$ cat src/rtl/out_req_upload_fifo.sv
// Flit FIFO between the OUT_req upload arbiter and the ring request port.
// Store-and-forward by default; define OUT_REQ_CUT_THROUGH_EN to start on the head flit.
module out_req_upload_fifo #(
  parameter int FLIT_W = 16,
  parameter int DEPTH  = 8,
  parameter int AW     = 3
) (
  input  logic              clk,
  input  logic              rst,
  input  logic              ack_OUT_req,
  input  logic [2:0]        select,
  input  logic [FLIT_W-1:0] ic_flit_in,
  input  logic [FLIT_W-1:0] dc_flit_in,
  input  logic [FLIT_W-1:0] mem_flit_in,
  input  logic [1:0]        ic_ctrl_in,
  input  logic [1:0]        dc_ctrl_in,
  input  logic [1:0]        mem_ctrl_in,
  output logic              OUT_req_rdy,
  output logic              v_flit_out,
  output logic [FLIT_W-1:0] flit_out,
  output logic [1:0]        ctrl_out,
  input  logic              net_rdy,
  output logic              protocol_err
);

  localparam logic [AW:0] FULL = (AW+1)'(DEPTH);
  localparam logic [1:0]  CTRL_HEAD = 2'b01;
  localparam logic [1:0]  CTRL_TAIL = 2'b11;

  typedef enum logic {OUT_IDLE, OUT_SEND} state_t;

  logic [FLIT_W+1:0] mem [DEPTH];
  logic [AW-1:0]     wr_ptr, rd_ptr;
  logic [AW:0]       count, pkt_cnt;
  state_t            state, state_nxt;

  logic              sel_ok, full, nonempty, wr_en, pop, wr_tail, pop_tail, bad_wr;
  logic [FLIT_W-1:0] wr_flit;
  logic [1:0]        wr_ctrl;

  assign sel_ok   = $onehot(select);
  assign full     = (count == FULL);
  assign nonempty = (count != '0);

  assign wr_flit = ({FLIT_W{select[2]}} & ic_flit_in)
                 | ({FLIT_W{select[1]}} & dc_flit_in)
                 | ({FLIT_W{select[0]}} & mem_flit_in);
  assign wr_ctrl = ({2{select[2]}} & ic_ctrl_in)
                 | ({2{select[1]}} & dc_ctrl_in)
                 | ({2{select[0]}} & mem_ctrl_in);

  // Ready depends only on registered occupancy; a same-cycle pop does not free a slot.
  assign OUT_req_rdy = !rst && !full;
  assign wr_en       = ack_OUT_req && OUT_req_rdy && sel_ok;
  assign bad_wr      = ack_OUT_req && (!sel_ok || full);

  assign flit_out   = nonempty ? mem[rd_ptr][FLIT_W-1:0] : '0;
  assign ctrl_out   = nonempty ? mem[rd_ptr][FLIT_W+1:FLIT_W] : '0;
  assign v_flit_out = !rst && (state == OUT_SEND) && nonempty;
  assign pop        = v_flit_out && net_rdy;

  assign wr_tail  = wr_en && (wr_ctrl == CTRL_TAIL);
  assign pop_tail = pop && (ctrl_out == CTRL_TAIL);

  always_ff @(posedge clk)
    if (wr_en) mem[wr_ptr] <= {wr_ctrl, wr_flit};

  always_ff @(posedge clk) begin
    if (rst) begin
      wr_ptr       <= '0;
      rd_ptr       <= '0;
      count        <= '0;
      pkt_cnt      <= '0;
      protocol_err <= 1'b0;
    end else begin
      if (wr_en) wr_ptr <= wr_ptr + 1'b1;
      if (pop)   rd_ptr <= rd_ptr + 1'b1;
      case ({wr_en, pop})
        2'b10:   count <= count + 1'b1;
        2'b01:   count <= count - 1'b1;
        default: count <= count;
      endcase
      case ({wr_tail, pop_tail})
        2'b10:   pkt_cnt <= pkt_cnt + 1'b1;
        2'b01:   pkt_cnt <= pkt_cnt - 1'b1;
        default: pkt_cnt <= pkt_cnt;
      endcase
      if (bad_wr) protocol_err <= 1'b1;
    end
  end

  always_ff @(posedge clk) begin
    if (rst) state <= OUT_IDLE;
    else     state <= state_nxt;
  end

  always_comb begin
    state_nxt = state;
    case (state)
      OUT_IDLE: begin
`ifdef OUT_REQ_CUT_THROUGH_EN
        if (nonempty && (ctrl_out == CTRL_HEAD)) state_nxt = OUT_SEND;
`else
        if (pkt_cnt != '0) state_nxt = OUT_SEND;
`endif
      end
      OUT_SEND: if (pop_tail) state_nxt = OUT_IDLE;
      default:  state_nxt = OUT_IDLE;
    endcase
  end

endmodule

$ cat config.mk
export PLATFORM = sky130hd
export DESIGN_NAME = out_req_upload_fifo
export DESIGN_NICKNAME = d
export VERILOG_FILES = /design/src/rtl/out_req_upload_fifo.sv
export SDC_FILE = /design/constraint.sdc
export NUM_CORES = 1
export LEC_CHECK = 0
export ABC_AREA = 0
export CAP_MARGIN = 20
export CELL_PAD_IN_SITES_DETAIL_PLACEMENT = 1
export CELL_PAD_IN_SITES_GLOBAL_PLACEMENT = 1
export CORE_ASPECT_RATIO = 0.9
export CORE_MARGIN = 5
export CORE_UTILIZATION = 35
export DETAILED_ROUTE_END_ITERATION = 16
export HOLD_SLACK_MARGIN = 0.12
export PLACE_DENSITY_LB_ADDON = 0.1
export SKIP_LAST_GASP = 1
export SLEW_MARGIN = 25
export SYNTH_ARGS = -nofsm -noshare
export SYNTH_HDL_FRONTEND = slang
export SYNTH_SLANG_ARGS = --single-unit
$ cat constraint.sdc
create_clock -name clk -period 6.1 [get_ports clk]
set_input_delay 1.22 -clock clk [delete_from_list [all_inputs] [get_ports clk]]
set_output_delay 1.22 -clock clk [all_outputs]
set_load 0.01 [all_outputs]
After elaboration in Yosys (flattened, before gate mapping)
Memory sizes are Yosys's and may differ from the RTL's. A register that Yosys moved wholly into a read port is not among the register bits.
Index checks and enable logic that the tools add are counted.
{"block": "totals", "input_bits": 61, "output_inout_bits": 21, "reg_bits": 16, "n_memories": 1, "ramBits": 144}
{"block": "op_classes", "muxes": 11, "n_addsub": 8, "n_reduce_logical": 17, "bitwise": 11, "eq_ne": 8}
{"name": "mem", "words": 8, "word_bits": 18, "read_ports": 1, "rd_clocked_by_memory_dff": 1, "write_ports": 1, "line_no": "32", "source": "logic [FLIT_W+1:0] mem [DEPTH];"}
{"op": "$and 16x16->16", "n": 3}
{"op": "$or 16x16->16", "n": 2}
{"op": "$mux 16", "n": 1}
{"op": "$pmux 4 s2", "n": 2}
{"op": "$logic_and 1x1->1", "n": 9}
{"op": "$add 4x1->4 const B", "n": 2}
{"op": "$eq 2x2->1 const B", "n": 4}
{"op": "$reduce_bool 4->1", "n": 2}
{"op": "$sub 4x1->4 const B", "n": 2}
{"op": "$add 3x1->3 const B", "n": 2}
{"op": "$and 2x2->2", "n": 3}
{"op": "$eq 2x1->1 const B", "n": 3}
{"op": "$mux 3", "n": 2}
{"op": "$eq 4x4->1 const B", "n": 1}
{"op": "$mux 1", "n": 4}
{"op": "$or 2x2->2", "n": 2}
{"op": "$reduce_bool 2->1", "n": 2}
{"op": "$logic_not 1->1", "n": 3}
{"op": "$add 1x1->2", "n": 1}
{"op": "$add 2x1->2", "n": 1}
{"op": "$mux 2", "n": 1}
{"op": "$pmux 1 s2", "n": 1}
{"op": "$logic_or 1x1->1", "n": 1}
{"op": "$not 1->1", "n": 1}

Longest topological paths before layout
Gate-level depths: netlist of the first run.
{"block": "logic_depth", "ltp_word": 8, "depth_mapped": 14, "depth_no_buf": 12}

Worst setup path before layout of the first run
OpenSTA, ideal clock, no wires.
{"block": "synth_path", "path_type": "input-to-reg", "start": "input select[0]", "end": "memory mem[2][0] (netlist name), enable pin", "setup_ns": 0.446, "t_arrival_ns": 4.892, "setup_slack_ns": 0.763, "path_stages": 8, "cell_sequence": "clkbuf_1 -> clkbuf_1 -> inv_1 -> fa_1 -> nand2b_1 -> nor3_4 -> inv_2 -> nor4b_1"}
{"block": "synth_between", "elab_chain_len": 6}
{"item": "from (decl)", "line_no": "11", "source": "input logic [2:0] select,"}
{"item": "$add 1x1->2 (implied by the code)", "line_no": "41", "source": "assign sel_ok = $onehot(select);"}
{"item": "$add 2x1->2 (implied by the code)", "line_no": "41"}
{"item": "$eq 2x1->1", "line_no": "41"}
{"item": "$logic_and 1x1->1", "line_no": "54", "source": "assign wr_en = ack_OUT_req && OUT_req_rdy && sel_ok;"}
{"item": "$mux 1", "line_no": "66", "source": "if (wr_en) mem[wr_ptr] <= {wr_ctrl, wr_flit};"}
{"item": "$mux 1 (implied by the code)", "line_no": "66"}
{"item": "to (decl)", "line_no": "32"}
No other way between the ends.

Worst setup path in the final report of the first run
{"block": "layout_path", "start": "input select[0]", "end": "register pkt_cnt[3]"}
{"block": "layout_between", "elab_chain_len": 7, "word_cells_on_any_way": 12, "cone_classes": "2 x add/sub; 4 x eq/ne; 1 x mux; 2 x bitwise; 3 x reduce/logical"}
{"item": "$add 1x1->2 (implied by the code)", "line_no": "41"}
{"item": "$add 2x1->2 (implied by the code)", "line_no": "41"}
{"item": "$eq 2x1->1", "line_no": "41"}
{"item": "$logic_and 1x1->1", "line_no": "54"}
{"item": "$logic_and 1x1->1 *", "line_no": "62", "source": "assign wr_tail = wr_en && (wr_ctrl == CTRL_TAIL);"}
{"item": "$eq 2x1->1 / $eq 2x2->1 (equally long branches)", "line_no": "83", "source": "case ({wr_tail, pop_tail})"}
{"item": "$pmux 4 s2 / $reduce_bool 2->1 (equally long branches)"}
{"item": "to (signal assigned)", "line_no": "84", "source": "2'b10: pkt_cnt <= pkt_cnt + 1'b1;"}
{"item": "to (signal assigned)", "line_no": "85", "source": "2'b01: pkt_cnt <= pkt_cnt - 1'b1;"}
{"item": "to (signal assigned)", "line_no": "86", "source": "default: pkt_cnt <= pkt_cnt;"}
{"item": "to (decl)", "line_no": "34", "source": "logic [AW:0] count, pkt_cnt;"}
Mark *: on every way between the ends. The rest lies on a longest branch, timed or not.
A chain may end at the register's enable or synchronous reset.

==> impl_metrics.csv, run 1 <==
group,metric,value,unit
timing,fin_crit_sh,71.9,%
clock_network,cts_buffers,17,
timing,worst_hold_slack,0.451,ns
place,place_ws,1.25,ns
detailed_routing,antenna_left,0,
place,place_congestion,0.688,
critical_path,worstRegToRegCells,10,
critical_path,path_class,"in2reg",
clock_network,cts_root_buffer,"clkbuf_16",
floorplan,start_util,35.6,%
detailed_routing,drt-pass1-iter-count,5,
global_route,grt_max_degree,36,
critical_path,r2r-start,"count[0]",
clock_network,cts_setup_buffers,0,
pwr,clockPowerShare,43.3,%
clock_network,cts.repair.resized,0,
timing,hold_violations,0,
floorplan,row_count,48,
clock_network,clkSlewWorstSetupHoldPaths,0.07,ns
pwr,power.internal,1.87,mW
floorplan,dieArea,0.0224,mm^2
synth,synthesis.area,0.00683,mm^2
critical_path,regToRegSetupSlack,2.50,ns
synth,synth.avg_cell_area,17.3,um^2
detailed_routing,vias_per_cell,5.05,
floorplan,core-area,0.0192,mm^2
clock_network,htree_num_levels,4,
critical_path,crit_path_max_fanout,19,
pwr,ir_worst_vdd,0.000171,V
clock_network,holdBufCountCts,0,
worst_hold_path,hp-class,"reg2reg",
synth,synth_compound_area_share,4.07,%
final_layout,layout.area.seq,0.00471,mm^2
timing,setup_viol_count_final,0,
pwr,pwr-share-comb,5.3,%
synth,synthMuxAreaShare,15.5,%
synth,syn-instance-count,394,
timing,fmaxAchievable,0.228,GHz
place,port_buffers,81,
critical_path,endpoint,"pkt_cnt[3]",
detailed_routing,vias,3774,
timing,tightest_slew,0.885,ns
synth,yosysWarnings,0,
global_route,grt_pass1_wl,25000,um
place,dp_hpwl,10400,um
synth,syn-num-nets,465,
synth,ys_types,39,
synth,synthAdderAreaFrac,2.05,%
synth,ys.flop_type,"edfxtp_1",
synth,synth_top_family_by_area,"multiplexers",
global_route,grt_pass1_vias,4165,
final_layout,antenna_cells,0,
floorplan,die_w,157,um
clock_network,clkLatencyLatePin,0.42,ns
pwr,p_seq_share,51.4,%
critical_path,cp-start-kind,"input pin",
global_route,grt.total_usage,15.2,%
critical_path,crit_arrival,4.69,ns
clock_network,cts_tree,"yes",
floorplan,ios,82,
pwr,p_switching,0.527,mW
job,drv_cap,0,
synth,yosysSeqAreaShare,68.9,%
status,outcome,"finished clean",
worst_hold_path,min_path_cells,2,
synth,synth_edf_count,144,
final_layout,design_area,0.00858,mm^2
clock_network,cts_sinks,163,
timing,skew,0.0114,ns
pwr,p_sw_share,22.0,%
timing,max_slew_margin,41.0,%
pwr,leakagePower,2.77,nW
final_layout,fin_nets,555,
synth,synth-xor-area-share,0.897,%
final_layout,drive_gt1_share,19.7,%
synth,synth-async-reset-ratio,0,%
detailed_routing,totalWireLength,16400,um
timing,fin_ws,1.72,ns
synth,ys_ff_latch,163,
detailed_routing,drc,0,
critical_path,rr_endpoint,"pkt_cnt[3]",
clock_network,clockBufferDepth,2,
critical_path,startpoint,"select[0]",
final_layout,fillCellCount,1903,
final_layout,area_growth,25.6,%
pwr,p_per_area,280,mW/mm^2
timing,slew_violations,0,
timing,rsz0062_at_grt,"false",
final_layout,multi_input_area,0.00195,mm^2
place,dpl-instance-area,0.00801,mm^2
global_route,antenna_found_initial,0,
critical_path,worst_setup_path_end_kind,"flop",
synth,synth-simple-area-share,5.27,%
floorplan,fp.dieH,143,um
timing,finalSetupTns,0,ns
detailed_routing,post_drt_wl_per_cell,22.0,um
timing,fin_crit,4.38,ns
critical_path,required,6.41,ns
detailed_routing,drtIter0Drc,185,
global_route,grt_overflow,0,
power groups by stage:
| stage | sequential [mW] | combinational (mW) | clock [mW] |
|---|---|---|---|
| after floorplan | 1.26 | 0.0534 | 0 |
| after global placement | 1.26 | 0.126 | 0 |
| after detailed placement | 1.26 | 0.130 | 0 |
| after CTS | 1.23 | 0.130 | 1.06 |
| after global routing | 1.23 | 0.139 | 1.11 |
| final | 1.23 | 0.127 | 1.04 |
Yosys cell counts, types with 2 or more instances:
cell,instances,area share (%)
buf_6,2,0.33
edfxtp_1,144,63
fa_1,2,0.59
ha_1,8,1.5
buf_2,8,0.59
nand2_1,5,0.27
inv_1,28,1.5
dfxtp_1,19,5.6
mux4_2,36,12
o21ai_1,3,0.22
a21o_1,2,0.22
xor2_1,6,0.77
or3_1,2,0.18
nand2b_1,3,0.27
mux2i_1,19,2.8
nor2b_1,2,0.18
nor4_1,3,0.27
clkbuf_1,12,0.66
nand3b_1,2,0.22
nor4b_1,3,0.38
nand3_1,3,0.22
mux2i_4,2,0.66
nor3_1,2,0.15
o21ai_0,3,0.22
nor2_1,34,1.9
a222oi_1,18,2.6
a21oi_1,8,0.59
buf_1,2,0.11
nor3b_1,3,0.33
how the worst min path moves through the flow:
stage / startpoint / end
CTS: protocol_err / protocol_err
floorplan: rd_ptr[2] / flop
detailed placement: protocol_err / protocol_err
finish: protocol_err / protocol_err
global placement: protocol_err / protocol_err
global route: protocol_err / protocol_err
layout by cell type, fill, tap and decap left out, types with 15 or more instances in the layout:
cell type and n:
edfxtp_1 144, mux2i_1 19, buf_4 15, a222oi_1 18, clkdlybuf4s50_1 81, clkbuf_16 17, inv_1 28, nor2_1 34
dfxtp_1 17, mux4_2 36
cell type report:
class	instances	area share [%]
clock buffer	19	5.05
clock inverter	13	1.66
inverter	29	1.27
multi-input combinational	177	22.7
sequential	163	54.9
tap	250	3.65
timing repair buffer	96	10.8
worst max-delay path, cell delays in order:
cell	delay (ns)
clkdlybuf4s50_1	0.46
buf_4	0.28
inv_1	0.11
fa_1	0.47
nand2b_1	0.21
nor3_4	0.31
nand3_1	0.14
ha_1	0.28
ha_1	0.30
a21o_1	0.18
a21oi_1	0.18
mux2i_1	0.23
mux2_1	0.33
metrics by stage:
stage / power (mW) / std cells / util, %
3_5_place_dp: 1.39 / 715 / 41.7
2_1_floorplan: 1.31 / 394 / -
4_1_cts: 2.43 / 747 / 44.6
6_report: 2.40 / 747 / 44.6
3_3_place_gp: 1.38 / 715 / 41.6
5_1_grt: 2.48 / 747 / 44.6
flip-flops by register name (all words and copies together) (netlist names), named ones only:
register,flops
count,4
mem,144
pkt_cnt,4
protocol_err,1
rd_ptr,3
state,1
wr_ptr,3
per-layer routing:
layer  track usage, %  wire (um)  vias to the layer above
met2             25.5       8270                       58
met3             3.68        675                       11
met1             20.4       7340                     1968
met5                0          0                        -
li1                 -          -                     1737
met4             3.12        120                        0
cell families (layout without fill, tap and decap cells):
logic type               Yosys count  count (layout)
AND/OR/NAND/NOR                   67              67
flip-flops                       163             163
XOR/XNOR                           7               7
adder cells (fa/ha/maj)           10              10
multiplexers                      58              58
AO/OA/AOI/OAI                     35              35
buffers and inverters             54             157
No activity file was read; power rests on OpenSTA's default activity.
==> run 2: changes to the inputs <==
==> constraint.sdc (replaced) <==
create_clock -name clk -period 4.4 [get_ports clk]
set_input_delay 0.88 -clock clk [delete_from_list [all_inputs] [get_ports clk]]
set_output_delay 0.88 -clock clk [all_outputs]
set_load 0.01 [all_outputs]
==> run 2 against run 1 <==
Against the previous run:
- count of clock-buffer cells in the layout stayed put
- worst setup slack worse by 1.1 ns
- critical path depth is 8 lower
- clock skew is 0.00095 ns higher
- via count is 2.3% higher
- non-clock buffer count is 6 higher
- final cell count is 0.80% higher
- wire length is 0.35% higher
- sequential cell count stayed put
- final area is 0.86% higher
- die area stayed put
- critical path type is now reg2out
- critical endpoint is now flit_out[10]
- largest cell class unchanged
==> impl_metrics.csv, run 2 (synthesis gave the netlist of run 1 again) <==
group,metric,value,unit
final_layout,fillCellCount,1880,
pwr,pwr-share-comb,5.5,%
global_route,grt_pass1_vias,4272,
clock_network,clockBufferDepth,2,
critical_path,crit_path_max_fanout,23,
critical_path,cp-start-kind,"flop",
detailed_routing,post_drt_wl_per_cell,21.9,um
critical_path,worst_setup_path_end_kind,"primary output",
clock_network,clkLatencyLatePin,0.42,ns
pwr,p_per_area,377,mW/mm^2
place,dp_hpwl,10600,um
final_layout,regMostFlops,"mem",
status,outcome,"finished clean",
global_route,grt.total_usage,15.4,%
timing,rsz0062_at_grt,"false",
timing,fmaxAchievable,0.265,GHz
global_route,grt_pass1_wl,25500,um
detailed_routing,drt-pass1-iter-count,5,
timing,skew,0.0124,ns
job,drv_cap,0,
place,port_buffers,81,
global_route,grt_overflow,0,
floorplan,row_count,48,
floorplan,fp.dieH,143,um
floorplan,core-area,0.0192,mm^2
clock_network,cts_tree,"yes",
clock_network,holdBufCountCts,0,
worst_hold_path,hp-class,"reg2reg",
clock_network,cts_root_buffer,"clkbuf_16",
final_layout,antenna_cells,0,
pwr,finalPower,3.26,mW
final_layout,stdcell_count,753,
timing,slew_violations,0,
timing,tightest_slew,0.767,ns
timing,fin_crit,3.77,ns
final_layout,final_common_cell,"edfxtp_1",
detailed_routing,drtIter0Drc,203,
global_route,grtUsageMet1,20.1,%
final_layout,largest_register_ffs,144,
floorplan,ios,82,
pwr,p_sw_share,21.7,%
clock_network,clkSlewWorstSetupHoldPaths,0.07,ns
pwr,leakagePower,2.78,nW
critical_path,path_class,"reg2out",
clock_network,cts_setup_buffers,0,
clock_network,cts_buffers,17,
timing,fin_crit_sh,85.7,%
global_route,gr-max-usage-layer,"met2",
detailed_routing,antenna_left,0,
global_route,grt_max_degree,24,
final_layout,area_growth,26.7,%
floorplan,die_w,157,um
floorplan,start_util,35.6,%
pwr,clockPowerShare,42.1,%
pwr,p_switching,0.708,mW
global_route,grt_use_met2,25.6,%
timing,finalSetupTns,0,ns
timing,setup_viol_count_final,0,
clock_network,cts.repair.resized,0,
global_route,antenna_found_initial,0,
detailed_routing,totalWireLength,16500,um
final_layout,final_cell_mix,"144 x edfxtp_1, 81 x clkdlybuf4s50_1, 36 x mux4_2, 34 x nor2_1, 28 x inv_1",
clock_network,cts_sinks,163,
critical_path,required,3.52,ns
final_layout,fin_nets,561,
timing,hold_violations,0,
detailed_routing,drc,0,
detailed_routing,vias_per_cell,5.13,
pwr,p_seq_share,52.5,%
global_route,grt_util_met3,4.86,%
timing,max_slew_margin,48.8,%
place,place_congestion,0.714,
detailed_routing,vias,3862,
pwr,ir_worst_vdd,0.000275,V
final_layout,top_regs,"mem x144, count x4, pkt_cnt x4",
clock_network,htree_num_levels,4,
place,place_inst,721,
pwr,power.internal,2.55,mW
final_layout,drive_gt1_share,20.5,%
floorplan,dieArea,0.0224,mm^2
worst_hold_path,worstHoldStart,"protocol_err",
critical_path,crit_arrival,2.89,ns
==> run 2: metrics by stage <==
stage / cell area (um^2) / hold slack [ns] / util (%) / setup slack, ns
2_1_floorplan: 6860 / 0.463 / - / 0.0845
5_1_grt: 8650 / 0.476 / 45.0 / 0.414
3_3_place_gp: 8100 / 0.437 / 42.2 / 0.444
3_5_place_dp: 8100 / 0.447 / 42.2 / 0.325
4_1_cts: 8650 / 0.458 / 45.0 / 0.529
6_report: 8650 / 0.456 / 45.0 / 0.627
==> run 2: cell type report <==
type | count | area [um^2] | share of cell area, %
Sequential cell | 163 | 4710 | 54.4
Multi-Input combinational cell | 177 | 1970 | 22.7
Timing Repair Buffer | 102 | 1010 | 11.6
Clock buffer | 19 | 454 | 5.25
Tap cell | 250 | 313 | 3.61
Inverter | 29 | 109 | 1.26
Clock inverter | 13 | 98.8 | 1.14
==> run 2: metal layers <==
metal,vias to the layer above,share of wire (%)
met5,-,0
met4,0,0.63
met3,7,4.8
met2,90,49
met1,2018,45
li1,1747,-
==> run 2: final timing paths <==
kind	to	slack, ns	cells after the start
hold reg to reg	protocol_err	0.46	2
hold / removal	protocol_err	0.46	2
setup / recovery	flit_out[10]	0.63	5
setup reg to reg	pkt_cnt[3]	1.11	9
==> run 2: critical path, stage by stage (launching register included) <==
cell and delay (ns):
dfxtp_1 0.82, buf_4 0.48, mux4_2 0.37, mux2i_1 0.23
nor2_1 0.07, clkdlybuf4s50_1 0.48
==> run 2: power by group through the flow <==
stage | clock network, mW | logic [mW] | registers (mW)
global placement | 0 | 0.174 | 1.74
floorplan | 0 | 0.0748 | 1.74
finish | 1.37 | 0.179 | 1.71
detailed placement | 0 | 0.180 | 1.74
CTS | 1.41 | 0.181 | 1.71
global route | 1.49 | 0.194 | 1.71
==> run 3: changes to the inputs <==
--- a/config.mk
+++ b/config.mk
@@ -6,11 +6,12 @@
 export NUM_CORES = 1
 export LEC_CHECK = 0
 export ABC_AREA = 0
+export ABC_CLOCK_PERIOD_IN_PS = 4400
 export CAP_MARGIN = 20
 export CELL_PAD_IN_SITES_DETAIL_PLACEMENT = 1
 export CELL_PAD_IN_SITES_GLOBAL_PLACEMENT = 1
 export CORE_ASPECT_RATIO = 0.9
-export CORE_MARGIN = 5
+export CORE_MARGIN = 1.5
 export CORE_UTILIZATION = 35
 export DETAILED_ROUTE_END_ITERATION = 16
 export HOLD_SLACK_MARGIN = 0.12
==> run 3 against run 2 <==
Against the previous run:
- clock power is 4% higher
- maximum frequency is 4.9% higher
- register-to-register slack improved by 0.19 ns
- final cell count fell by 0.13%
- combinational power is essentially flat
- non-clock buffer count decreased by 1
- critical path depth rose by 9
- sequential share of layout area down 0.094 points
- largest power group unchanged
- critical endpoint is now count[2]
- clock skew decreased by 0.0025 ns
- via count shrank 0.62%
==> impl_metrics.csv, run 3 (synthesis gave the netlist of run 1 again) <==
group,metric,value,unit
detailed_routing,drtIter0Drc,207,
timing,fin_crit,3.60,ns
detailed_routing,totalWireLength,15700,um
pwr,p_per_area,382,mW/mm^2
final_layout,antenna_cells,0,
final_layout,area_growth,26.9,%
detailed_routing,antenna_left,0,
timing,hold_violations,0,
clock_network,holdBufCountCts,0,
pwr,ir_worst_vdd,0.000259,V
global_route,grt_pass1_wl,24100,um
place,port_buffers,81,
detailed_routing,vias,3838,
floorplan,core-area,0.0192,mm^2
clock_network,cts_root_buffer,"clkbuf_16",
floorplan,ios,82,
global_route,grt_max_degree,22,
timing,tightest_slew,0.825,ns
final_layout,final_cell_mix,"144 x edfxtp_1, 81 x clkdlybuf4s50_1, 36 x mux4_2, 34 x nor2_1, 28 x inv_1",
timing,rsz0062_at_grt,"false",
floorplan,dieArea,0.0204,mm^2
final_layout,fillCellCount,1818,
floorplan,row_count,48,
timing,fmaxAchievable,0.278,GHz
critical_path,cp-start-kind,"input pin",
place,dp_hpwl,9790,um
final_layout,largest_register_ffs,144,
final_layout,fin_nets,560,
clock_network,cts_setup_buffers,0,
critical_path,worst_setup_path_end_kind,"flop",
detailed_routing,drc,0,
clock_network,htree_num_levels,4,
pwr,leakagePower,2.80,nW
final_layout,final_common_cell,"edfxtp_1",
critical_path,crit_arrival,3.95,ns
clock_network,cts_tree,"yes",
global_route,grt_overflow,0,
critical_path,required,4.75,ns
clock_network,clkLatencyLatePin,0.42,ns
floorplan,die_w,150,um
timing,slew_violations,0,
detailed_routing,drt-pass1-iter-count,7,
timing,finalSetupTns,0,ns
timing,setup_viol_count_final,0,
floorplan,start_util,35.7,%
critical_path,path_class,"in2reg",
final_layout,top_regs,"mem x144, count x4, pkt_cnt x4",
global_route,antenna_found_initial,0,
final_layout,regMostFlops,"mem",
timing,fin_crit_sh,81.7,%
job,drv_cap,0,
pwr,finalPower,3.31,mW
critical_path,crit_path_max_fanout,7,
final_layout,drive_gt1_share,20.3,%
detailed_routing,vias_per_cell,5.10,
status,outcome,"finished clean",
timing,skew,0.00985,ns
clock_network,clkSlewWorstSetupHoldPaths,0.06,ns
clock_network,cts.repair.resized,0,
place,place_congestion,0.702,
worst_hold_path,hp-class,"reg2reg",
clock_network,cts_buffers,17,
global_route,grt.total_usage,16.7,%
detailed_routing,post_drt_wl_per_cell,20.9,um
global_route,grt_pass1_vias,4116,
timing,max_slew_margin,44.9,%
floorplan,fp.dieH,136,um
clock_network,clockBufferDepth,2,
clock_network,cts_sinks,163,
run 3: cell types whose count changed in the layout (fill, tap and decap cells not counted):
cell	previous run	this run
clkbuf_16	18	19
clkinvlp_4	5	0
buf_12	3	2
clkbuf_8	0	3
clkbuf_1	1	2
clkinv_4	2	5
clkinv_1	1	0
inv_6	4	1
inv_4	0	1
run 3: per-layer routing:
layer | up-vias | track usage [%] | wire length, um
met1 | 1982 | 22.9 | 7190
met4 | 0 | 5.83 | 131
met5 | - | 0 | 0
met2 | 101 | 26.0 | 7490
met3 | 9 | 3.77 | 889
li1 | 1746 | - | -
run 3: worst paths after layout:
path,to,start,slack (ns),cells past startpoint
setup / recovery,count[2],select[1],0.80,14
setup reg to reg,pkt_cnt[3],flop,1.30,9
hold / removal,protocol_err,protocol_err,0.45,2
hold reg to reg,protocol_err,protocol_err,0.45,2
run 3: critical path, cell delays in order:
cell,delay (ns)
clkdlybuf4s50_1,0.49
inv_1,0.07
fa_1,0.44
nand2b_1,0.25
nor3_4,0.21
buf_4,0.17
inv_2,0.10
ha_1,0.28
xor2_1,0.17
ha_1,0.19
a21oi_1,0.15
xor2_1,0.09
or3_1,0.31
a21oi_1,0.15
run 3: power by group:
part	switching, mW	internal (mW)	total [mW]
logic	0.0883	0.0886	0.177
clock network	0.582	0.841	1.42
registers	0.00592	1.71	1.71
run 3: cell type report:
class	instances	area (um^2)	area share [%]
Clock buffer	24	524	6.05
Inverter	29	109	1.26
Timing Repair Buffer	101	986	11.4
Sequential cell	163	4710	54.3
Tap cell	250	313	3.61
Multi-Input combinational cell	177	1970	22.7
Clock inverter	8	63.8	0.736
run 3: metrics by stage:
step	cells	worst slack, ns	hold WS [ns]	instance area [um^2]	utilization [%]
after CTS	752	0.785	0.451	8670	45.3
after detailed placement	720	0.324	0.441	8080	42.2
final	752	0.803	0.450	8670	45.3
after global routing	752	0.619	0.495	8670	45.3
after global placement	720	0.431	0.436	8080	42.2
after floorplan	394	0.0845	0.463	6860	-
